===== src/rtl/vc_rr_arb_index_pkg.sv =====
// Shared arbiter definitions (vcArbDefs): index-width helper and pointer reset value.
// Consumed by the arbiter interface, the pick sub-module and the top level.
package vc_rr_arb_index_pkg;

  function automatic int idx_width(input int n);
    int w;
    w = 1;
    while ((1 << w) < n) begin
      w = w + 1;
    end
    return w;
  endfunction

  // Pointer resets to the highest index so index 0 is scanned first.
  function automatic int last_reset(input int n);
    return n - 1;
  endfunction

endpackage


===== src/rtl/vc_rr_arb_index_if.sv =====
// Request/grant bundle between requesters, the arbiter (master) and the grant consumer (slave).
// grant_onehot exists only when VC_RR_ARB_INDEX_ONEHOT_EN is defined.
interface vc_rr_arb_index_if
  import vc_rr_arb_index_pkg::*;
#(
  parameter int NUM_REQS = 8,
  parameter int W_IDX    = idx_width(NUM_REQS)
);
  logic [NUM_REQS-1:0] req_bits;
  logic                grant_val;
  logic                grant_rdy;
  logic [W_IDX-1:0]    grant_idx;
`ifdef VC_RR_ARB_INDEX_ONEHOT_EN
  logic [NUM_REQS-1:0] grant_onehot;

  modport master (input req_bits, input grant_rdy,
                  output grant_val, output grant_idx, output grant_onehot);
  modport slave  (output req_bits, output grant_rdy,
                  input grant_val, input grant_idx, input grant_onehot);
`else
  modport master (input req_bits, input grant_rdy,
                  output grant_val, output grant_idx);
  modport slave  (output req_bits, output grant_rdy,
                  input grant_val, input grant_idx);
`endif
endinterface


===== src/rtl/vc_rr_arb_index_pick.sv =====
// Combinational round-robin search: first set bit of eligible scanning last+1, last+2, ...
// with wrap, last itself checked last.
module vc_rr_arb_pick
  import vc_rr_arb_index_pkg::*;
#(
  parameter int NUM_REQS = 8,
  parameter int W_IDX    = idx_width(NUM_REQS)
) (
  input  logic [NUM_REQS-1:0] eligible,
  input  logic [W_IDX-1:0]    last,
  output logic [W_IDX-1:0]    pick,
  output logic                found
);
  localparam int WS = W_IDX + 2;

  logic [2*NUM_REQS-1:0] dbl_s;
  logic [NUM_REQS-1:0]   rot_s;
  logic [W_IDX-1:0]      off_s;
  logic [WS-1:0]         sum_s;

  // Rotate so bit 0 is index last+1, find the lowest set bit, then map back modulo NUM_REQS.
  always_comb begin
    dbl_s = {eligible, eligible} >> ({1'b0, last} + {{W_IDX{1'b0}}, 1'b1});
    rot_s = dbl_s[NUM_REQS-1:0];
    off_s = '0;
    for (int j = NUM_REQS - 1; j >= 0; j--) begin
      off_s = rot_s[j] ? W_IDX'(j) : off_s;
    end
    found = |rot_s;
    sum_s = WS'(last) + WS'(off_s) + WS'(1);
    pick  = (sum_s >= WS'(NUM_REQS)) ? W_IDX'(sum_s - WS'(NUM_REQS)) : W_IDX'(sum_s);
  end

endmodule


===== src/rtl/vc_rr_arb_index.sv =====
// Round-robin arbiter emitting a registered binary grant index on a val/rdy port.
// Optional feature macro: VC_RR_ARB_INDEX_ONEHOT_EN adds a registered one-hot grant output.
module vc_rr_arb_index
  import vc_rr_arb_index_pkg::*;
#(
  parameter int NUM_REQS = 8,
  parameter int W_IDX    = idx_width(NUM_REQS)
) (
  input  logic               clk,
  input  logic               reset,
  vc_rr_arb_index_if.master  arb
);
  localparam logic [W_IDX-1:0] LAST_RST = W_IDX'(last_reset(NUM_REQS));

  logic                val_r;
  logic [W_IDX-1:0]    idx_r;
  logic [W_IDX-1:0]    last_r;
  logic                fire_s;
  logic                load_s;
  logic [NUM_REQS-1:0] mask_s;
  logic [NUM_REQS-1:0] eligible_s;
  logic [W_IDX-1:0]    pick_s;
  logic                found_s;

  assign fire_s = val_r & arb.grant_rdy;
  assign load_s = ~val_r | arb.grant_rdy;
  // The requester being acknowledged this cycle still shows its request; keep it out of the race.
  assign mask_s     = fire_s ? (NUM_REQS'(1) << idx_r) : '0;
  assign eligible_s = arb.req_bits & ~mask_s;

  vc_rr_arb_pick #(
    .NUM_REQS (NUM_REQS),
    .W_IDX    (W_IDX)
  ) u_pick (
    .eligible (eligible_s),
    .last     (last_r),
    .pick     (pick_s),
    .found    (found_s)
  );

  // Output register and priority pointer; everything holds while a grant stalls.
  always_ff @(posedge clk) begin
    if (reset) begin
      val_r  <= 1'b0;
      idx_r  <= '0;
      last_r <= LAST_RST;
    end else if (load_s) begin
      if (found_s) begin
        val_r  <= 1'b1;
        idx_r  <= pick_s;
        last_r <= pick_s;
      end else begin
        val_r  <= 1'b0;
      end
    end else begin
      val_r  <= val_r;
    end
  end

  assign arb.grant_val = val_r;
  assign arb.grant_idx = idx_r;

`ifdef VC_RR_ARB_INDEX_ONEHOT_EN
  logic [NUM_REQS-1:0] onehot_r;

  // One-hot copy of the grant, loaded in the same stage as idx_r and cleared when no grant is held.
  always_ff @(posedge clk) begin
    if (reset) begin
      onehot_r <= '0;
    end else if (load_s) begin
      if (found_s) begin
        onehot_r <= NUM_REQS'(1) << pick_s;
      end else begin
        onehot_r <= '0;
      end
    end else begin
      onehot_r <= onehot_r;
    end
  end

  assign arb.grant_onehot = onehot_r;
`endif

endmodule


===== src/flat_wrapper.sv =====
// flat-port wrapper written by rule: the top's interface ports become plain ports
module vc_rr_arb_index_flat import vc_rr_arb_index_pkg::*;
#(
  parameter int NUM_REQS = 8,
  parameter int W_IDX    = idx_width(NUM_REQS)
)
  (clk, reset, arb_req_bits, arb_grant_rdy, arb_grant_val, arb_grant_idx);
  vc_rr_arb_index_if #(.NUM_REQS(NUM_REQS), .W_IDX(W_IDX)) arb_i ();
  input  logic clk;
  input  logic reset;
  input wire logic [$bits(arb_i.req_bits)-1:0] arb_req_bits;
  input wire logic [$bits(arb_i.grant_rdy)-1:0] arb_grant_rdy;
  output wire logic [$bits(arb_i.grant_val)-1:0] arb_grant_val;
  output wire logic [$bits(arb_i.grant_idx)-1:0] arb_grant_idx;
  assign arb_i.req_bits = arb_req_bits;
  assign arb_i.grant_rdy = arb_grant_rdy;
  assign arb_grant_val = arb_i.grant_val;
  assign arb_grant_idx = arb_i.grant_idx;
  vc_rr_arb_index #(.NUM_REQS(NUM_REQS), .W_IDX(W_IDX)) u_core (.clk(clk), .reset(reset), .arb(arb_i));
endmodule

===== config.mk =====
export PLATFORM = sky130hd
export DESIGN_NAME = vc_rr_arb_index_flat
export DESIGN_NICKNAME = d
export VERILOG_FILES = /design/src/rtl/vc_rr_arb_index_pkg.sv /design/src/rtl/vc_rr_arb_index_if.sv /design/src/rtl/vc_rr_arb_index_pick.sv /design/src/rtl/vc_rr_arb_index.sv /design/src/flat_wrapper.sv
export SDC_FILE = /design/constraint.sdc
export NUM_CORES = 1
export LEC_CHECK = 0
export ABC_AREA = 1
export BUFFER_PORTS_ARGS = -buffer_cell sky130_fd_sc_hd__buf_2
export CORE_ASPECT_RATIO = 1.5
export CORE_MARGIN = 3
export CORE_UTILIZATION = 39
export DETAILED_ROUTE_END_ITERATION = 8
export MAX_ROUTING_LAYER = met4
export PLACE_DENSITY = 0.68
export SLEW_MARGIN = 20
export SYNTH_ARGS = -nofsm -noshare
export SYNTH_HDL_FRONTEND = slang
export SYNTH_SLANG_ARGS = --single-unit
export TNS_END_PERCENT = 20

===== constraint.sdc =====
create_clock -name clk -period 2.8 [get_ports clk]
set_clock_uncertainty 0.05 [all_clocks]
set_input_delay 0 -clock clk [delete_from_list [all_inputs] [get_ports clk]]
set_output_delay 0 -clock clk [all_outputs]
set_load 0.01 [all_outputs]

After elaboration in Yosys (flattened, before gate mapping) --
Cells that the tools add are included.
Operators by class: add/sub/neg operators 4, magnitude comparators 1, shifts and indexed selects 2, multiplexer cells 11, bitwise operators 5, reduce and logical (&&, ||, !) cells 2
Operators by type and width (number):
- $mux 3 | 9
- $shr 16x4->8 | 1
- $and 8x8->8 | 1
- $mux 8 | 1
- $not 8->8 | 1
- $reduce_or 8->1 | 1
- $shl 1x3->8 const A | 1
- $add 4x1->5 const B | 1
- $ge 5x4->1 const B | 1
- $add 3x1->4 const B | 1
- $add 3x3->4 | 1
- $sub 3x1->3 const B | 1
- $reduce_and 2->1 | 1
- $and 1x1->1 | 1
- $mux 1 | 1
- $not 1->1 | 1
- $or 1x1->1 | 1
Word-level totals: register bits after elaboration 7, input port bits 11, output and inout bits 4, logic and storage cells 28

Logic depth before layout (Yosys ltp) --
depth after elaboration 17, depth in mapped cells 22, depth with buffers taken out 22

By module --
A second synthesis with hierarchy kept.
Second synthesis, totals: cell total of the unflattened synthesis 140, area total of the unflattened synthesis 842.1 um^2
Modules (own cells, without submodules):
- vc_rr_arb_pick | times used 1, cells each 94, area an instance 503.0 um^2, sequential area each 0.0 um^2
- vc_rr_arb_index | times used 1, cells each 46, area an instance 339.1 um^2, sequential area each 140.1 um^2

Worst setup path before layout --
No wires, ideal clock.
kind reg-to-reg, from register u_core.val_r, in the netlist u_core.arb.grant_val, to register u_core.last_r[2], setup time 0.123 ns, arrival time 2.366 ns, data required time 2.627 ns, setup slack 0.260 ns, stages on the path, launching flop included 22, buffers on the path 0, cell sequence dfxtp_1 > nand2_2 > nor2_2 > nand2_1 > nand3_1 > nand3_1 > nand2_1 > nand2_1 > nand2_1 > nand2_1 > a21oi_1 > o21ai_0 > nand2_1 > ha_1 > inv_1 > fa_1 > xor2_1 > inv_1 > nand3_1 > nand2_1 > nand3_1 > nand3_1
On the way: longest elaborated chain between the ends 17
Ends and longest elaborated chain:
- from (decl) | RTL line vc_rr_arb_index.sv:15 | logic val_r;
- from (signal assigned) | RTL line vc_rr_arb_index.sv:56 | val_r <= val_r;
- $and 1x1->1 | RTL line vc_rr_arb_index.sv:25 | assign fire_s = val_r & arb.grant_rdy;
- $mux 8 | RTL line vc_rr_arb_index.sv:28 | assign mask_s = fire_s ? (NUM_REQS'(1) << idx_r) : '0;
- $not 8->8 | RTL line vc_rr_arb_index.sv:29 | assign eligible_s = arb.req_bits & ~mask_s;
- $and 8x8->8 | RTL line vc_rr_arb_index.sv:29
- $shr 16x4->8 | RTL line vc_rr_arb_index_pick.sv:23 | dbl_s = {eligible, eligible} >> ({1'b0, last} + {{W_IDX{1'b0}}, 1'b1});
- $mux 3 (8 in a row) | RTL line vc_rr_arb_index_pick.sv:27 | off_s = rot_s[j] ? W_IDX'(j) : off_s;
- $add 3x3->4 | RTL line vc_rr_arb_index_pick.sv:30 | sum_s = WS'(last) + WS'(off_s) + WS'(1);
- $add 4x1->5 | RTL line vc_rr_arb_index_pick.sv:30
- $ge 5x4->1 / $sub 3x1->3 (equally long branches) | RTL line vc_rr_arb_index_pick.sv:31 | pick = (sum_s >= WS'(NUM_REQS)) ? W_IDX'(sum_s - WS'(NUM_REQS)) : W_IDX'(sum_s);
- $mux 3 | RTL line vc_rr_arb_index_pick.sv:31
- to (signal assigned) | RTL line vc_rr_arb_index.sv:51 | last_r <= pick_s;
- to (decl) | RTL line vc_rr_arb_index.sv:17 | logic [W_IDX-1:0] last_r;
Parallel ways exist; a longest one is shown, timed or not. A chain may end at the register's enable or synchronous reset.

Worst setup path in the final report --
from register u_core.val_r, in the netlist u_core.arb.grant_val, to register u_core.idx_r[2], in the netlist u_core.arb.grant_idx[2]
On the way: longest elaborated chain between the ends 17
Ends and longest elaborated chain:
- $and 1x1->1 | RTL line vc_rr_arb_index.sv:25
- $mux 8 | RTL line vc_rr_arb_index.sv:28
- $not 8->8 | RTL line vc_rr_arb_index.sv:29
- $and 8x8->8 | RTL line vc_rr_arb_index.sv:29
- $shr 16x4->8 | RTL line vc_rr_arb_index_pick.sv:23
- $mux 3 (8 in a row) | RTL line vc_rr_arb_index_pick.sv:27
- $add 3x3->4 | RTL line vc_rr_arb_index_pick.sv:30
- $add 4x1->5 | RTL line vc_rr_arb_index_pick.sv:30
- $ge 5x4->1 / $sub 3x1->3 (equally long branches) | RTL line vc_rr_arb_index_pick.sv:31
- $mux 3 | RTL line vc_rr_arb_index_pick.sv:31
- to (signal assigned) | RTL line vc_rr_arb_index.sv:50 | idx_r <= pick_s;
- to (decl) | RTL line vc_rr_arb_index.sv:16 | logic [W_IDX-1:0] idx_r;
Parallel ways exist; a longest one is shown, timed or not.

==> results.yml <==
outcome:
  status: "finished clean"
floorplan:
  num_rows: 20
  ios: 15
  fp.dieH_um: 62.9
  dieArea_um2: 2760
  coreArea_um2: 2050
  die_w_um: 43.9
  initial_core_util_pct: 41.0
placed_design:
  hpwl_um: 1810
  place_ws_ns: -0.00583
  port_buffers: 14
  dpl-instance-area_um2: 947
  place_inst: 190
  place_congestion: 0.891
setup_path:
  critPathBufInv: 2
  r2r_start: "u_core.arb.grant_val"
  cp_common_cell: "nand2_1"
  start_kind: "register"
  r2r-end: "u_core.arb.grant_idx[2]"
  endpoint_kind: "register"
  cp_slowest_stage_delay_ns: 0.35
  cpMaxStageDelayCell: "dfxtp_2"
  path_cells: "nand2_4 -> nor2_4 -> nand2_2 -> nand3_2 -> nand3_1 -> nand2_1 -> nand2_1 -> nand3_1 -> nand2_1 -> a21oi_2 -> o21ai_0 -> nand2_1 -> ha_1 -> inv_1 -> fa_2 -> xor2_2 -> inv_1 -> nand3_1 -> nand2_1 -> nand3_2 -> a21oi_2"
  critical_path_class: "reg -> reg"
  worst_path_dominant_cell_family: "simple AND/OR/NAND/NOR gates"
  cp.required_ns: 2.94
  r2r_setup_slack_ns: 0.09
  cp_data_arrival_time_ns: 2.85
  r2r_cells: 21
  path_depth: 21
  worstPathMaxFanout: 4
drt:
  vias_per_cell: 5.49
  drt_pass1_iterations: 4
  drt-total-wl_um: 2390
  ant_nets: 0
  drc: 0
  drt_iter0_markers: 23
  wl_per_cell_um: 12.3
  vias: 1071
power_and_ir_drop:
  clockPowerShare_pct: 7.6
  power_frac_comb_pct: 78.1
  swShare_pct: 54.9
  ir_worst_vdd_v: 0.000605
  p_per_area_nw_per_um2: 1130
  switching_power_uw: 689
  p_leak_uw: 0.000567
  cellInternalPower_uw: 565
  pwr-share-seq_pct: 14.3
hold_path:
  hold_class: "in -> reg"
  hold_path_depth: 6
  whs_endpoint: "u_core.arb.grant_val"
  hp-start: "arb_grant_rdy"
timing:
  rsz0062_at_grt: "true"
  timing.final.ws_setup_ns: 0.0931
  fin_crit_sh_pct: 96.7
  setup_viol: 0
  clock.fmax_mhz: 369
  fin_crit_ns: 2.71
  hold_violations: 0
  worstMarginPinSlew_ns: 0.296
  slew_violations: 0
  slew_headroom_pct: 80.3
  holdWs_ns: 0.228
synth:
  ys_warn_count: 0
  ys_seq_elements: 7
  synth_area_leaders: "nand2_1 (27%), nand3_1 (27%), dfxtp_1 (17%)"
  seq_area_frac_synth_pct: 16.6
  yosysTopAreaCellShare_pct: 26.7
  syn-num-nets: 167
  syn_avg_cell_area_um2: 5.47
  yosysUniqueCellTypes: 20
  syn_inst: 154
  yosysTopAreaCell: "nand2_1"
  syn_area_um2: 842
cts:
  clock_path_buffers: 2
  clock_sinks: 7
  cts_buffers: 3
  clock_latency_ns: 0.26
  clock-root-buffer: "clkbuf_4"
  cts_setup_buffers: 0
  htree_levels: 1
  clkTransAtPathRegs_ns: 0.05
  cts_tree: "done"
cells_and_area:
  finalNetCount: 187
  antenna_cells: 0
  instances_no_fill: 195
  final_area_um2: 1110
  drive_gt1_share_pct: 35.8
  area_delta_synth_final_pct: 32.4
  layout_commonest_cell: "nand2_1"
  final_cell_mix: "nand2_1 (52), nand3_1 (31), nand3_2 (17)"
  final_util_pct: 54.3
grt:
  track_usage_pct: 18.5
  grt_pass1_wl_um: 3950
  grt_start_max_net_pins: 14
  globalRoute.totalOverflow: 0
  antenna_found_initial: 0
  grt_pass1_vias: 958
flow_run:
  cap_violations: 0
[sequential cells by signal, summed over array words and instances (netlist names)]
signal,flops
u_core.last_r,3
u_core.arb.grant_idx,3
u_core.arb.grant_val,1
[stage by stage]
step | TNS [ns] | power, µW
floorplan | 0 | 841
global placement | 0 | 1020
detailed placement | -0.00624 | 1030
CTS | 0 | 1140
global route | -0.322 | 1410
finish | 0 | 1250
[tightest hold or removal path: stages]
cell and delay (ns):
buf_2 0.12, inv_1 0.05, nand2_1 0.14, nand2_1 0.11
nand2_1 0.04, inv_1 0.04
[repair_timing]
item	4_1_cts	5_1_grt
gates resized for setup	3	33
endpoints found under the setup margin	2	4
hold endpoints to repair	3	0
hold buffers	1	0
pin swaps	0	5
[power groups by stage]
stage | clock, µW | sequential [µW] | combinational, µW
global route | 100 | 186 | 1120
detailed placement | 0 | 170 | 860
CTS | 95.2 | 172 | 868
global placement | 0 | 169 | 853
finish | 95.2 | 179 | 980
floorplan | 0 | 174 | 667
[cell type report]
type                    instances  area (µm²)
multi-input cells             130         749
fillers                       214         937
repair buffers                 19         110
flip-flops and latches          7         153
well taps                      22        27.5
clock buffers                   4        26.3
inverters                      13        48.8
[worst max-delay path by stage]
stage | startpoint | slack (ns) | end
after CTS | u_core.arb.grant_idx[0] | 0.01 | u_core.arb.grant_idx[2]
after detailed placement | u_core.arb.grant_val | -0.006 | u_core.last_r[2]
after global routing | u_core.arb.grant_val | -0.17 | u_core.arb.grant_idx[2]
after global placement | u_core.arb.grant_idx[1] | 0.05 | u_core.arb.grant_idx[2]
after floorplan | u_core.arb.grant_val | 0.26 | u_core.last_r[2]
final | u_core.arb.grant_val | 0.09 | u_core.arb.grant_idx[2]
[cell families after synthesis]
family                   count (synthesis)  share of synthesized area [%]
AND/OR/NAND/NOR                        121                           66.0
buffers and inverters                   17                           8.47
flip-flops                               7                           16.6
AO/OA/AOI/OAI                            6                           4.01
adder cells (fa/ha/maj)                  2                           3.86
XOR/XNOR                                 1                           1.04
[cells in the mapped netlist]
cell / count
fa_1: 1
nor2_2: 1
nor2_1: 7
a21oi_1: 4
dfxtp_1: 7
nand3_2: 3
xor2_1: 1
a21oi_2: 1
buf_2: 3
nand2_2: 2
inv_2: 1
buf_4: 1
inv_1: 12
nand2_4: 1
o21ai_0: 1
nand3b_1: 1
nand2_1: 60
ha_1: 1
nor2_4: 1
nand3_1: 45
[routing by layer]
metal	part of all wire (%)	wire length [µm]	vias up	GRT usage (%)
li1	-	-	541	-
met1	38	912	488	20.7
met2	56	1340	33	34.1
met3	3.8	91	9	1.73
met4	2.1	51	0	3.77
met5	0	0	-	-
(Power assumes the default switching activity.)
